File: config.mk
export PLATFORM = sky130hd
export DESIGN_NAME = fetch_ctrl
export DESIGN_NICKNAME = d
export VERILOG_FILES = /design/src/rtl/fetch_ctrl.sv
export SDC_FILE = /design/constraint.sdc
export NUM_CORES = 1
export LEC_CHECK = 0
export BUFFER_PORTS_ARGS = -buffer_cell sky130_fd_sc_hd__buf_2
export CORE_AREA = 2 2 129 131
export CTS_CLUSTER_DIAMETER = 30
export DETAILED_ROUTE_END_ITERATION = 10
export DIE_AREA = 0 0 131 133
export PLACE_DENSITY = 0.72
export SKIP_LAST_GASP = 1
export SYNTH_ARGS = -nofsm -noshare
export SYNTH_HDL_FRONTEND = slang
export SYNTH_SLANG_ARGS = --single-unit
File: constraint.sdc
create_clock -name clk -period 6.7 [get_ports clk]
set_clock_uncertainty 0.2 [all_clocks]
set_input_delay 1.34 -clock clk [delete_from_list [all_inputs] [get_ports clk]]
set_output_delay 1.34 -clock clk [all_outputs]
set_load 0.1 [all_outputs]
File: src/rtl/fetch_ctrl.sv
// IF-stage fetch sequencer: owns the PC, issues one imem request at a time,
// buffers the returned word for the decoder and handles redirects/exceptions.
module fetch_ctrl #(
  parameter logic [31:0] RESET_PC = 32'h0000_3000,
  parameter logic [31:0] EXC_PC   = 32'h0000_4180
) (
  input  logic        clk,
  input  logic        reset,
  input  logic        redirect,
  input  logic [31:0] redirect_pc,
  input  logic        exc,
  output logic        imem_req,
  output logic [31:0] imem_addr,
  input  logic        imem_ack,
  input  logic [31:0] imem_rdata,
  output logic        if_valid,
  output logic [31:0] if_instr,
  output logic [31:0] if_pc,
  input  logic        if_ready,
  output logic        addr_err
);

  typedef enum logic [1:0] {
    IDLE    = 2'd0,
    REQ     = 2'd1,
    DISCARD = 2'd2
  } state_t;

  state_t      state_q, state_d;
  logic [31:0] pc_q, pc_d;
  logic [31:0] disc_addr_q, disc_addr_d;
  logic        if_valid_q, if_valid_d;
  logic [31:0] if_instr_q, if_instr_d;
  logic [31:0] if_pc_q, if_pc_d;
  logic        addr_err_q, addr_err_d;

  logic        take;
  logic        misalign;
  logic [31:0] target;
  logic        buf_free;

  always_comb begin
    take     = exc | redirect;
    misalign = redirect & ~exc & (redirect_pc[1:0] != 2'b00);
    target   = (exc | misalign) ? EXC_PC : redirect_pc;
    buf_free = ~if_valid_q | if_ready;
  end

  always_comb begin
    state_d     = state_q;
    pc_d        = pc_q;
    disc_addr_d = disc_addr_q;
    if_valid_d  = if_valid_q;
    if_instr_d  = if_instr_q;
    if_pc_d     = if_pc_q;
    addr_err_d  = 1'b0;

    if (if_valid_q && if_ready) begin
      if_valid_d = 1'b0;
    end

    if (take) begin
      pc_d       = target;
      if_valid_d = 1'b0;
      addr_err_d = misalign;
      unique case (state_q)
        REQ: begin
          // Unacked request must still complete on the bus; remember its address.
          if (imem_ack) begin
            state_d = IDLE;
          end else begin
            state_d     = DISCARD;
            disc_addr_d = pc_q;
          end
        end
        DISCARD: state_d = imem_ack ? IDLE : DISCARD;
        default: state_d = IDLE;
      endcase
    end else begin
      unique case (state_q)
        IDLE: begin
          if (buf_free) begin
            state_d = REQ;
          end
        end
        REQ: begin
          if (imem_ack) begin
            if_instr_d = imem_rdata;
            if_pc_d    = pc_q;
            if_valid_d = 1'b1;
            pc_d       = pc_q + 32'd4;
            // Decoder accepting this cycle lets the next word follow directly.
            state_d    = if_ready ? REQ : IDLE;
          end
        end
        DISCARD: begin
          if (imem_ack) begin
            state_d = IDLE;
          end
        end
        default: state_d = IDLE;
      endcase
    end
  end

  always_ff @(posedge clk or posedge reset) begin
    if (reset) begin
      state_q     <= IDLE;
      pc_q        <= RESET_PC;
      disc_addr_q <= '0;
      if_valid_q  <= 1'b0;
      if_instr_q  <= '0;
      if_pc_q     <= '0;
      addr_err_q  <= 1'b0;
    end else begin
      state_q     <= state_d;
      pc_q        <= pc_d;
      disc_addr_q <= disc_addr_d;
      if_valid_q  <= if_valid_d;
      if_instr_q  <= if_instr_d;
      if_pc_q     <= if_pc_d;
      addr_err_q  <= addr_err_d;
    end
  end

  assign imem_req  = (state_q != IDLE);
  assign imem_addr = (state_q == DISCARD) ? disc_addr_q : pc_q;
  assign if_valid  = if_valid_q;
  assign if_instr  = if_instr_q;
  assign if_pc     = if_pc_q;
  assign addr_err  = addr_err_q;

endmodule
# == Yosys cells after proc, flatten, opt, wreduce, memory -nomap -nowiden ==
# Cells that the tools add are included.
# word_totals
output_inout_bits,99
regBits,132
wordCells,51
# classes
n_reduce_logical,11
n_eq_ne,5
add_sub_neg,1
bitwise_logic,9
mux,18
# op_table
op,n
32-bit two-way mux,5
"32-bit by 3-bit adder with 32-bit output, second input constant",1
2-bit two-way mux,6
"3-bit != test, second input constant",3
3-bit AND reduction,3
2-bit nonzero test,4
1-bit two-way mux,6
2-bit case mux with 3 select lines,1
1-bit NOT,4
1-bit OR,3
1-bit AND,2
"2-bit by 1-bit equality test with 1-bit output, second input constant",1
"2-bit equality test, second input constant",1
2-bit zero test,1
2-bit AND reduction,1
2-bit OR reduction,1
1-bit logical AND,1

# == Longest topological paths before layout ==
# Gate-level depths: netlist of the first run.
# depth
depth_word,6
mapped_depth,8
depth_no_buf,7

# == Worst setup path before layout of the first run ==
# OpenSTA, ideal clock, no wires.
# synth_path
path_type,reg2out
from,register state_q[0]
to,output imem_addr[10]
stages_incl_launch_ff,6
slack_ps,3442
arrival_time_ps,1718
path_cell_list,dfrtp_1 inv_1 ha_1 clkbuf_1 clkbuf_1 mux2_2
# synth_via
elab_chain_cells,2
# synth_rtl
item,line_no,source
"start, declared",29,"state_t state_q, state_d;"
"start signal, assigned",116,state_q <= state_d;
2-bit equality test,127,assign imem_addr = (state_q == DISCARD) ? disc_addr_q : pc_q;
32-bit two-way mux,127,
"end, declared",13,"output logic [31:0] imem_addr,"
# No other way between the ends.

# == Worst setup path in the final report of the first run ==
# layout_path
from,register state_q[0]
to,output imem_addr[1]
# The elaborated chain is that of the path after synthesis.

==> results_dict.tcl, run 1 <==
set metrics [dict create \
    synth-edff-count 0 \
    via_count 4647 \
    worst_r2r_endpoint "if_instr[21]" \
    cp.required_ps 5160 \
    max_slew.worst_pin.slew_ps 1070 \
    share_seq_of_total_power_pct 34.9 \
    grt_use_total_pct 18.1 \
    first_iter_violations 246 \
    route.detailed.vias_per_inst 5.13 \
    core_region_area_mm2 0.0162 \
    drv_slew 0 \
    filler_cell_count 1480 \
    reg2reg_slack_ps 3410 \
    cts.sink_count 132 \
    worstSetupStartpointType "register" \
    power_density_mw_per_mm2 341 \
    dp_hpwl_um 10400 \
    finalWorstPathRequiredPeriod_ps 4010 \
    cts_htree_levels 4 \
    placedCellCount 872 \
    critical-path-top-delay-family "adder cells" \
    drive_above_1_share_pct 51.9 \
    share_comb_of_total_power_pct 31.0 \
    cts-buffers-inserted 17 \
    hold_viol_final 0 \
    post-cts-setup-buffer-count 0 \
    yosys_register_bits 132 \
    route.final.wire_length_um 15200 \
    crit_buf_inv 2 \
    chipWidth_um 131 \
    fin_tns_setup_ps 0 \
    tritoncts "done" \
    total_nets_after_synthesis 583 \
    final-setup-viol-count 0 \
    unrepaired_setup_endpoints_after_global_routing "false" \
    yosysWarnings 0 \
    wire_length_of_the_first_global_routing_pass_um 24200 \
    syn_area_per_cell_um2 12.1 \
    io_buffers 168 \
    synth.top_cells.by_count "dfrtp_1, mux2_2, nand2_1" \
    drc 0 \
    worst_reg2reg_path_length_in_cells 6 \
    largest_family_of_logic_cells_by_synthesized_area "multiplexers" \
    grt_antenna_before_repair 3 \
    power.switching_fraction_pct 39.7 \
    drv_cap 0 \
    detailed_router_iteration_count_before_antenna_repair 5 \
    grt_pass1_vias 4665 \
    worst_reg2reg_path_startpoint "state_q[1]" \
    drt.antenna.violating_nets 0 \
    timing.critical_path.arrival_ps 2470 \
    postSynth.asyncResetShare_pct 100 \
    yosys.area_share.simple_pct 11.0 \
    worst_path_largest_cell_delay_ps 790 \
    clockRootBuffer "clkbuf_16" \
    post_synth_mux_area_share_pct 23.5 \
    grt_max_degree 93 \
    wl_per_cell_um 16.7 \
    cp_slowest_cell "ha_2" \
    vdd_ir_drop_max_mv 0.229 \
    timing.critical_path.depth 4 \
    area_enclosed_by_the_die_boundary_mm2 0.0174 \
    hold_depth 1 \
    clk-insertion-delay-late_ps 420 \
    finish.cell_count_without_fillers 906 \
    synth.lib_cells_used.distinct 50 \
    crit_fanout 33 \
    synth_sequential_area_ratio_pct 53.6 \
    globalRoute.totalOverflow 0 \
    dominantRegCellSynth "dfrtp_1" \
    worst_hold_path_type "reg -> reg" \
    layout_overhead_on_the_synthesized_area_pct 26.5 \
    synthTopCellsByArea "dfrtp_1, mux2_2, nand2_1, a21oi_1, nor2_1" \
    worstSetupPathType "reg -> out" \
    synthCells 509 \
    fmax_mhz 249 \
    worst_hold_startpoint "if_instr[6]" \
    power.switching_mw 1.06 \
    post_cts.resized_instances 0 \
    layout.cell_area.non_filler_mm2 0.00780 \
    synthAdderAreaFrac_pct 0.812 \
    start_util_pct 38.1 \
    timing.max_slew.rel_slack_pct 28.5 \
    critical_path.cell_chain "inv_1, ha_2, mux2_2, buf_2" \
    clk_transition_reported_paths_ps 50 \
    leakage_nw 3.78 \
    post-synth-top-count-cell "dfrtp_1" \
    crit_path_end_kind "primary output" \
    nets 745 \
    yosys.area.top_type "dfrtp_1" \
    timing.final.crit_share_pct 59.8 \
    power.internal_mw 1.61 \
    last_weighted_congestion_value_of_the_routability_driven_placer 0.755 \
    timing.hold.worst_endpoint "if_instr[6]" \
    ioPinCount 169 \
    synth-compound-area-share_pct 7.28 \
    rows 47 \
    die_y_um 133 \
    place_area_mm2 0.00722 \
    status "finished, final reports clean" \
    ctsHoldBuffers 0 \
    synth_area_mm2 0.00617 \
    share_of_power_burned_in_the_clock_network_pct 34.1 \
    yosys.area.top_type_share_pct 52.7 \
    clock_path_buffers 2 \
    post_synth_xor_area_fraction_pct 1.28 \
]
==> cell usage in the layout, fill, tap and decap left out, types with 3 or more instances in the layout <==
cell | netlist | layout
buf_2 | 7 | 168
dfrtp_1 | 130 | 130
mux2_2 | 128 | 128
nand2_1 | 47 | 47
a21oi_1 | 28 | 28
nor2_1 | 23 | 22
clkbuf_16 | 0 | 17
o21ai_0 | 13 | 13
nand3_1 | 11 | 11
and2_1 | 7 | 7
nand4_1 | 7 | 7
o21ai_1 | 7 | 7
nor4_2 | 6 | 6
xnor2_1 | 6 | 6
inv_1 | 6 | 5
buf_4 | 0 | 5
or2_2 | 4 | 4
nor3_1 | 4 | 4
and3_1 | 4 | 4
o31ai_1 | 4 | 4
clkinv_2 | 0 | 4
and4_1 | 3 | 3
xor2_1 | 3 | 3
a221oi_1 | 3 | 3
ha_1 | 4 | 3
clkbuf_1 | 18 | 3
clkbuf_8 | 0 | 3
clkinvlp_4 | 0 | 3
==> worst register-to-register path: stages (launching register included) <==
cell     delay, ps
dfrtp_1        410
inv_1           90
ha_1           280
nand2_1        340
nor2_4         920
buf_4          520
mux2_2         420
==> how the worst max path moves through the flow <==
stage	startpoint	to	slack [ps]
after detailed placement	exc	if_instr[21]	2540
after floorplan	reset	addr_err	1640
after global placement	redirect	if_instr[15]	2590
after global routing	state_q[0]	imem_addr[1]	2580
final	state_q[0]	imem_addr[1]	2690
after CTS	state_q[0]	imem_addr[1]	2650
==> stage by stage <==
step | util (%) | worst slack, ps | total power [mW] | hold WS, ps
after global routing | 48.2 | 2580 | 2.76 | 310
after CTS | 48.2 | 2650 | 2.69 | 301
after global placement | 44.6 | 2590 | 1.76 | 280
after floorplan | - | 1640 | 1.63 | 274
after detailed placement | 44.6 | 2540 | 1.77 | 287
final | 48.2 | 2690 | 2.66 | 299
==> state kept, by name, summed over array words and instances (netlist names) <==
name         flops
addr_err         1
disc_addr_q     32
if_instr        32
if_pc           32
if_valid         1
pc_q            32
state_q          2
==> cell families (layout without fill, tap and decap cells) <==
logic type               after synthesis  after routing
AO/OA/AOI/OAI                         72             72
XOR/XNOR                               9              9
adder cells (fa/ha/maj)                4              4
buffers and inverters                 36            211
flip-flops                           132            132
multiplexers                         129            129
other                                  0              2
AND/OR/NAND/NOR                      127            127
==> per-layer routing <==
metal  vias to the layer above  routed length [µm]  global-route usage [%]
li1                       2163                   -                       -
met5                         -                   0                       0
met4                         0                 401                    8.51
met2                       166                7240                    27.9
met1                      2295                6500                    23.6
met3                        23                1020                    4.93
==> power by group through the flow <==
stage               logic [mW]  registers [mW]  clock network (mW)
CTS                      0.833           0.929               0.929
detailed placement       0.832           0.943                   0
floorplan                0.175            1.46                   0
global placement         0.826           0.939                   0
global route             0.857           0.941               0.963
finish                   0.827           0.928               0.908
==> area by class of cell <==
type | count | area [µm²] | share of cell area, %
clock buffers | 23 | 478 | 6.13
inverters | 6 | 27.5 | 0.353
clock inverters | 9 | 103 | 1.32
flip-flops and latches | 132 | 3310 | 42.4
multi-input cells | 341 | 2730 | 35.0
diodes | 2 | 5.00 | 0.0642
repair buffers | 173 | 878 | 11.3
well taps | 220 | 275 | 3.53
(Power assumes the default switching activity.)
==> inputs of run 2 (changes only) <==
--- a/config.mk
+++ b/config.mk
@@ -5,11 +5,12 @@
 export SDC_FILE = /design/constraint.sdc
 export NUM_CORES = 1
 export LEC_CHECK = 0
+export ABC_AREA = 1
 export BUFFER_PORTS_ARGS = -buffer_cell sky130_fd_sc_hd__buf_2
-export CORE_AREA = 2 2 129 131
+export CORE_AREA = 2 2 131 133
 export CTS_CLUSTER_DIAMETER = 30
 export DETAILED_ROUTE_END_ITERATION = 10
-export DIE_AREA = 0 0 131 133
+export DIE_AREA = 0 0 133 135
 export PLACE_DENSITY = 0.72
 export SKIP_LAST_GASP = 1
 export SYNTH_ARGS = -nofsm -noshare
==> constraint.sdc (replaced) <==
create_clock -name clk -period 3.7 [get_ports clk]
set_clock_uncertainty 0.2 [all_clocks]
set_input_delay 0.74 -clock clk [delete_from_list [all_inputs] [get_ports clk]]
set_output_delay 0.74 -clock clk [all_outputs]
set_load 0.1 [all_outputs]
==> results_dict.tcl, run 2 <==
set metrics [dict create \
    first_iter_violations 397 \
    drt.antenna.violating_nets 0 \
    synthTopCellsByArea "dfrtp_1, nand2_1, o21ai_0, inv_1, nor2_1" \
    finalWorstPathRequiredPeriod_ps 3220 \
    post_synth_mux_area_share_pct 0 \
    layout.core_utilization_pct 49.1 \
    synth-edff-count 0 \
    crit_path_end_kind "primary output" \
    ctsHoldBuffers 0 \
    route.final.wire_length_um 17500 \
    detailed_router_iteration_count_before_antenna_repair 5 \
    status "finished, final reports clean" \
    syn_area_per_cell_um2 7.67 \
    fmax_mhz 311 \
    synth_area_mm2 0.00637 \
    worst_hold_path_type "in -> async" \
    grt_antenna_before_repair 0 \
    worst_reg2reg_path_length_in_cells 7 \
    ioPinCount 169 \
    clk_transition_reported_paths_ps 60 \
    total_nets_after_synthesis 904 \
    synth_sequential_area_ratio_pct 51.9 \
    synth-compound-area-share_pct 11.5 \
    post-synth-top-count-cell "nand2_1" \
    crit_fanout 40 \
    rows 47 \
    placedCellCount 1189 \
    route.detailed.vias_per_inst 4.83 \
    unrepaired_setup_endpoints_after_global_routing "false" \
    finish.cell_count_without_fillers 1221 \
    filler_cell_count 1619 \
    leakage_nw 4.10 \
    worstSetupStartpointType "register" \
    hold_viol_final 0 \
    cts_htree_levels 4 \
    wl_per_cell_um 14.3 \
    multi_input_comb_area_mm2 0.00265 \
    worstSetupPathType "reg -> out" \
    clk-insertion-delay-late_ps 420 \
    final-setup-viol-count 0 \
    synth.lib_cells_used.distinct 29 \
    yosysWarnings 0 \
    tritoncts "done" \
    clock_path_buffers 2 \
    drv_cap 0 \
    yosys.area_share.simple_pct 29.3 \
    postSynth.asyncResetShare_pct 100 \
    start_util_pct 38.8 \
    worst_reg2reg_path_startpoint "state_q[1]" \
    antennaDiodeCount 0 \
    via_count 5903 \
    drv_slew 0 \
    yosys.area.top_type "dfrtp_1" \
    cp.required_ps 2760 \
    die_y_um 135 \
    clockRootBuffer "clkbuf_16" \
    synth.top_cells.by_count "nand2_1, dfrtp_1, o21ai_0" \
    synthAdderAreaFrac_pct 0.786 \
    layout_overhead_on_the_synthesized_area_pct 26.6 \
    yosys.area.top_type_share_pct 51.1 \
    timing.final.crit_share_pct 87.0 \
    grt_max_degree 69 \
    nets 1062 \
    synthCells 830 \
    ff_latch_area_mm2 0.00331 \
    vdd_ir_drop_max_mv 0.507 \
    reg2reg_slack_ps 1470 \
    core_region_area_mm2 0.0164 \
    wire_length_of_the_first_global_routing_pass_um 28300 \
    cts-buffers-inserted 17 \
    last_weighted_congestion_value_of_the_routability_driven_placer 0.868 \
    area_enclosed_by_the_die_boundary_mm2 0.0180 \
    cts.sink_count 132 \
    post-cts-setup-buffer-count 0 \
    dp_hpwl_um 12700 \
    drc 0 \
    power_density_mw_per_mm2 746 \
    layout_common_cells "nand2_1, buf_2, dfrtp_1" \
    drive_above_1_share_pct 23.3 \
    io_buffers 168 \
    globalRoute.totalOverflow 0 \
    layout_commonest_cell "nand2_1" \
    dominantRegCellSynth "dfrtp_1" \
    yosys_register_bits 132 \
    largest_family_of_logic_cells_by_synthesized_area "simple AND/OR/NAND/NOR gates" \
    max_slew.worst_pin.slew_ps 841 \
    grt_pass1_vias 5465 \
    chipWidth_um 133 \
    grt_use_total_pct 20.2 \
    timing.critical_path.arrival_ps 2280 \
    worst_r2r_endpoint "pc_q[31]" \
    timing.max_slew.rel_slack_pct 43.7 \
    post_cts.resized_instances 0 \
    post_synth_xor_area_fraction_pct 0 \
]
==> run 2: cell count changes after synthesis, sizes merged, moves of 6 or more <==
| cell | before | now |
|---|---|---|
| nand2 | 47 | 335 |
| mux2 | 128 | 0 |
| o21ai | 20 | 110 |
| inv | 6 | 63 |
| nor2 | 23 | 72 |
| nand3 | 11 | 40 |
| buf | 12 | 23 |
| a21oi | 29 | 21 |
| and2 | 7 | 1 |
| nor4 | 6 | 0 |
| xnor2 | 6 | 0 |
==> run 2: final cells by class <==
cell class              count  share of cell area [%]
clock buffers              18                    5.45
multi-input cells         599                    32.8
well taps                 220                    3.41
flip-flops and latches    132                    41.0
clock inverters            14                    2.79
inverters                  63                    2.98
repair buffers            175                    11.5
==> run 2: per-stage QoR <==
step	total power, mW	TNS [ps]	worst slack [ps]	area (µm²)	hold slack [ps]
floorplan	3.77	-6170	-330	6370	253
global placement	4.13	0	1000	7400	250
detailed placement	4.16	0	939	7400	255
CTS	6.05	0	470	8060	192
global route	6.25	0	355	8060	230
finish	6.01	0	480	8060	186
==> run 2: cell families (layout without fill, tap and decap cells) <==
group	after synthesis	after routing
AOI/OAI and AO/OA	142	142
adders and majority gates	4	4
buffers and inverters	99	270
DFF	132	132
and+or+nand+nor	453	453
==> run 2: critical path, stage by stage (launching register included) <==
cell and delay (ps):
dfrtp_1 400, inv_1 90, ha_2 480, buf_12 240, nand2_1 70, o21ai_0 100
buf_2 470
==> run 2: where the power goes <==
| part | switching [mW] | total, mW | internal [mW] |
|---|---|---|---|
| Clock | 0.660 | 1.88 | 1.22 |
| Sequential | 0.169 | 1.89 | 1.72 |
| Combinational | 1.92 | 2.24 | 0.317 |
==> run 2: worst max-delay path by stage <==
stage                     from             to  slack, ps  cells past startpoint
finish              state_q[0]  imem_addr[30]        480                      6
floorplan           state_q[0]  imem_addr[23]       -330                      5
detailed placement  state_q[0]  imem_addr[30]        940                      6
global route        state_q[0]  imem_addr[30]        350                      6
CTS                 state_q[0]  imem_addr[31]        470                      6
global placement    state_q[0]  imem_addr[23]       1000                      6
==> run 2: layer usage <==
metal,vias up,global-route usage [%],part of all wire (%)
met5,-,0,0
met4,0,7.89,1.9
met3,26,4.17,6.5
met2,222,31.1,45
met1,2703,28.2,47
li1,2952,-,-
==> inputs of run 3 (changes only) <==
--- a/config.mk
+++ b/config.mk
@@ -12,6 +12,7 @@
 export DETAILED_ROUTE_END_ITERATION = 10
 export DIE_AREA = 0 0 133 135
 export PLACE_DENSITY = 0.72
+export RECOVER_POWER = 100
 export SKIP_LAST_GASP = 1
 export SYNTH_ARGS = -nofsm -noshare
 export SYNTH_HDL_FRONTEND = slang
==> results_dict.tcl, run 3 (synthesized netlist as in run 2, its figures left out) <==
set metrics [dict create \
    layout_common_cells "nand2_1, dfrtp_1, o21ai_0" \
    worstSetupStartpointType "register" \
    area_enclosed_by_the_die_boundary_mm2 0.0180 \
    post-cts-setup-buffer-count 0 \
    rows 47 \
    timing.critical_path.arrival_ps 2330 \
    grt_pass1_vias 5465 \
    cts.sink_count 132 \
    final.setup.worst_slack_ps 434 \
    tightest_hold_margin_ps 268 \
    status "complete, but fails checks" \
    via_count 5913 \
    nets 1062 \
    cp_slowest_cell "clkbuf_2" \
    ctsHoldBuffers 0 \
    clk-insertion-delay-late_ps 430 \
    layout.cell_area.non_filler_mm2 0.00793 \
    timing.final.crit_share_pct 88.3 \
    clk_transition_reported_paths_ps 60 \
    chipWidth_um 133 \
    layout_overhead_on_the_synthesized_area_pct 24.6 \
    die_y_um 135 \
    finalWorstPathRequiredPeriod_ps 3270 \
    grt_antenna_before_repair 0 \
    detailed_router_iteration_count_before_antenna_repair 5 \
    cp.required_ps 2760 \
    route.detailed.vias_per_inst 4.84 \
    tritoncts "done" \
    vdd_ir_drop_max_mv 0.488 \
    fin_total_pwr_mw 5.97 \
    layout_commonest_cell "nand2_1" \
    start_util_pct 38.8 \
    drt.antenna.violating_nets 0 \
    worst_hold_path_type "reg -> reg" \
    last_weighted_congestion_value_of_the_routability_driven_placer 0.868 \
    first_iter_violations 394 \
    dp_slack_ps 939 \
    route.final.wire_length_um 17600 \
    io_buffers 168 \
    globalRoute.totalOverflow 0 \
    cts_htree_levels 4 \
    grt_max_degree 69 \
    clock_path_buffers 2 \
    grt_use_total_pct 20.2 \
    core_region_area_mm2 0.0164 \
    leakage_nw 3.82 \
    clockRootBuffer "clkbuf_16" \
    dp_hpwl_um 12700 \
    place_area_mm2 0.00740 \
    crit_fanout 40 \
    drc 0 \
    ioPinCount 169 \
    failed_checks "max-capacitance violations, max-slew violations" \
    drv_slew 93 \
    fmax_mhz 306 \
    worstSetupPathType "reg -> out" \
    max_slew.worst_pin.slew_ps 1620 \
    filler_cell_count 1677 \
    worst_path_largest_cell_delay_ps 500 \
    drive_above_1_share_pct 15.7 \
    final-setup-viol-count 0 \
    critical_path.cell_chain "inv_1, ha_2, buf_12, nand2_1, o21ai_0, clkbuf_2" \
    unrepaired_setup_endpoints_after_global_routing "false" \
    hold_viol_final 0 \
    antennaDiodeCount 0 \
    cts-buffers-inserted 17 \
    post_cts.resized_instances 0 \
    drv_cap 3 \
    power_density_mw_per_mm2 753 \
    wl_per_cell_um 14.4 \
    crit_path_end_kind "primary output" \
    timing.max_slew.rel_slack_pct -8.23 \
    wire_length_of_the_first_global_routing_pass_um 28300 \
]
==> run 3: path summary, 6_finish.rpt <==
kind                              start  cells past startpoint  slack [ps]             to
max reg2reg                  state_q[1]                      8         670        pc_q[8]
min in group asynchronous         reset                      2         320    if_instr[3]
max                          state_q[0]                      6         430  imem_addr[31]
min reg2reg                if_instr[28]                      2         270   if_instr[28]
min                        if_instr[28]                      2         270   if_instr[28]
max in group asynchronous         reset                      3         970      if_pc[22]
==> run 3: power breakdown <==
group	internal [mW]	switching [mW]
Combinational	0.262	1.93
Sequential	1.72	0.175
Clock	1.22	0.667
==> run 3: per-stage QoR <==
| stage | utilization [%] | setup TNS [ps] | cells |
|---|---|---|---|
| final | 48.4 | 0 | 1221 |
| after global routing | 48.4 | 0 | 1221 |
| after CTS | 49.1 | 0 | 1221 |
| after detailed placement | 45.1 | 0 | 1189 |
| after global placement | 45.1 | 0 | 1189 |
| after floorplan | - | -6170 | 830 |
==> run 3: final cells by class <==
| type | instances | area, µm² | share of cell area, % |
|---|---|---|---|
| multi-input combinational | 599 | 2630 | 33.2 |
| clock inverter | 14 | 225 | 2.84 |
| sequential | 132 | 3310 | 41.7 |
| clock buffer | 18 | 439 | 5.54 |
| inverter | 63 | 238 | 3.00 |
| timing repair buffer | 175 | 818 | 10.3 |
| tap | 220 | 275 | 3.47 |
==> run 3: routing by layer <==
metal | wire length [µm] | share of wire [%] | GRT usage (%) | up-vias
met3 | 1110 | 6.3 | 4.17 | 25
met1 | 8240 | 47 | 28.2 | 2722
li1 | - | - | - | 2949
met4 | 318 | 1.8 | 7.89 | 0
met2 | 7900 | 45 | 31.1 | 217
met5 | 0 | 0 | 0 | -
==> run 3: worst max-delay path: cells and delay by family, from the launching register on <==
kind | cells | cell delay (ps)
buffers and inverters | 3 | 830
adder cells (fa/ha/maj) | 1 | 490
AND/OR/NAND/NOR | 1 | 60
AO/OA/AOI/OAI | 1 | 110
flip-flops | 1 | 400
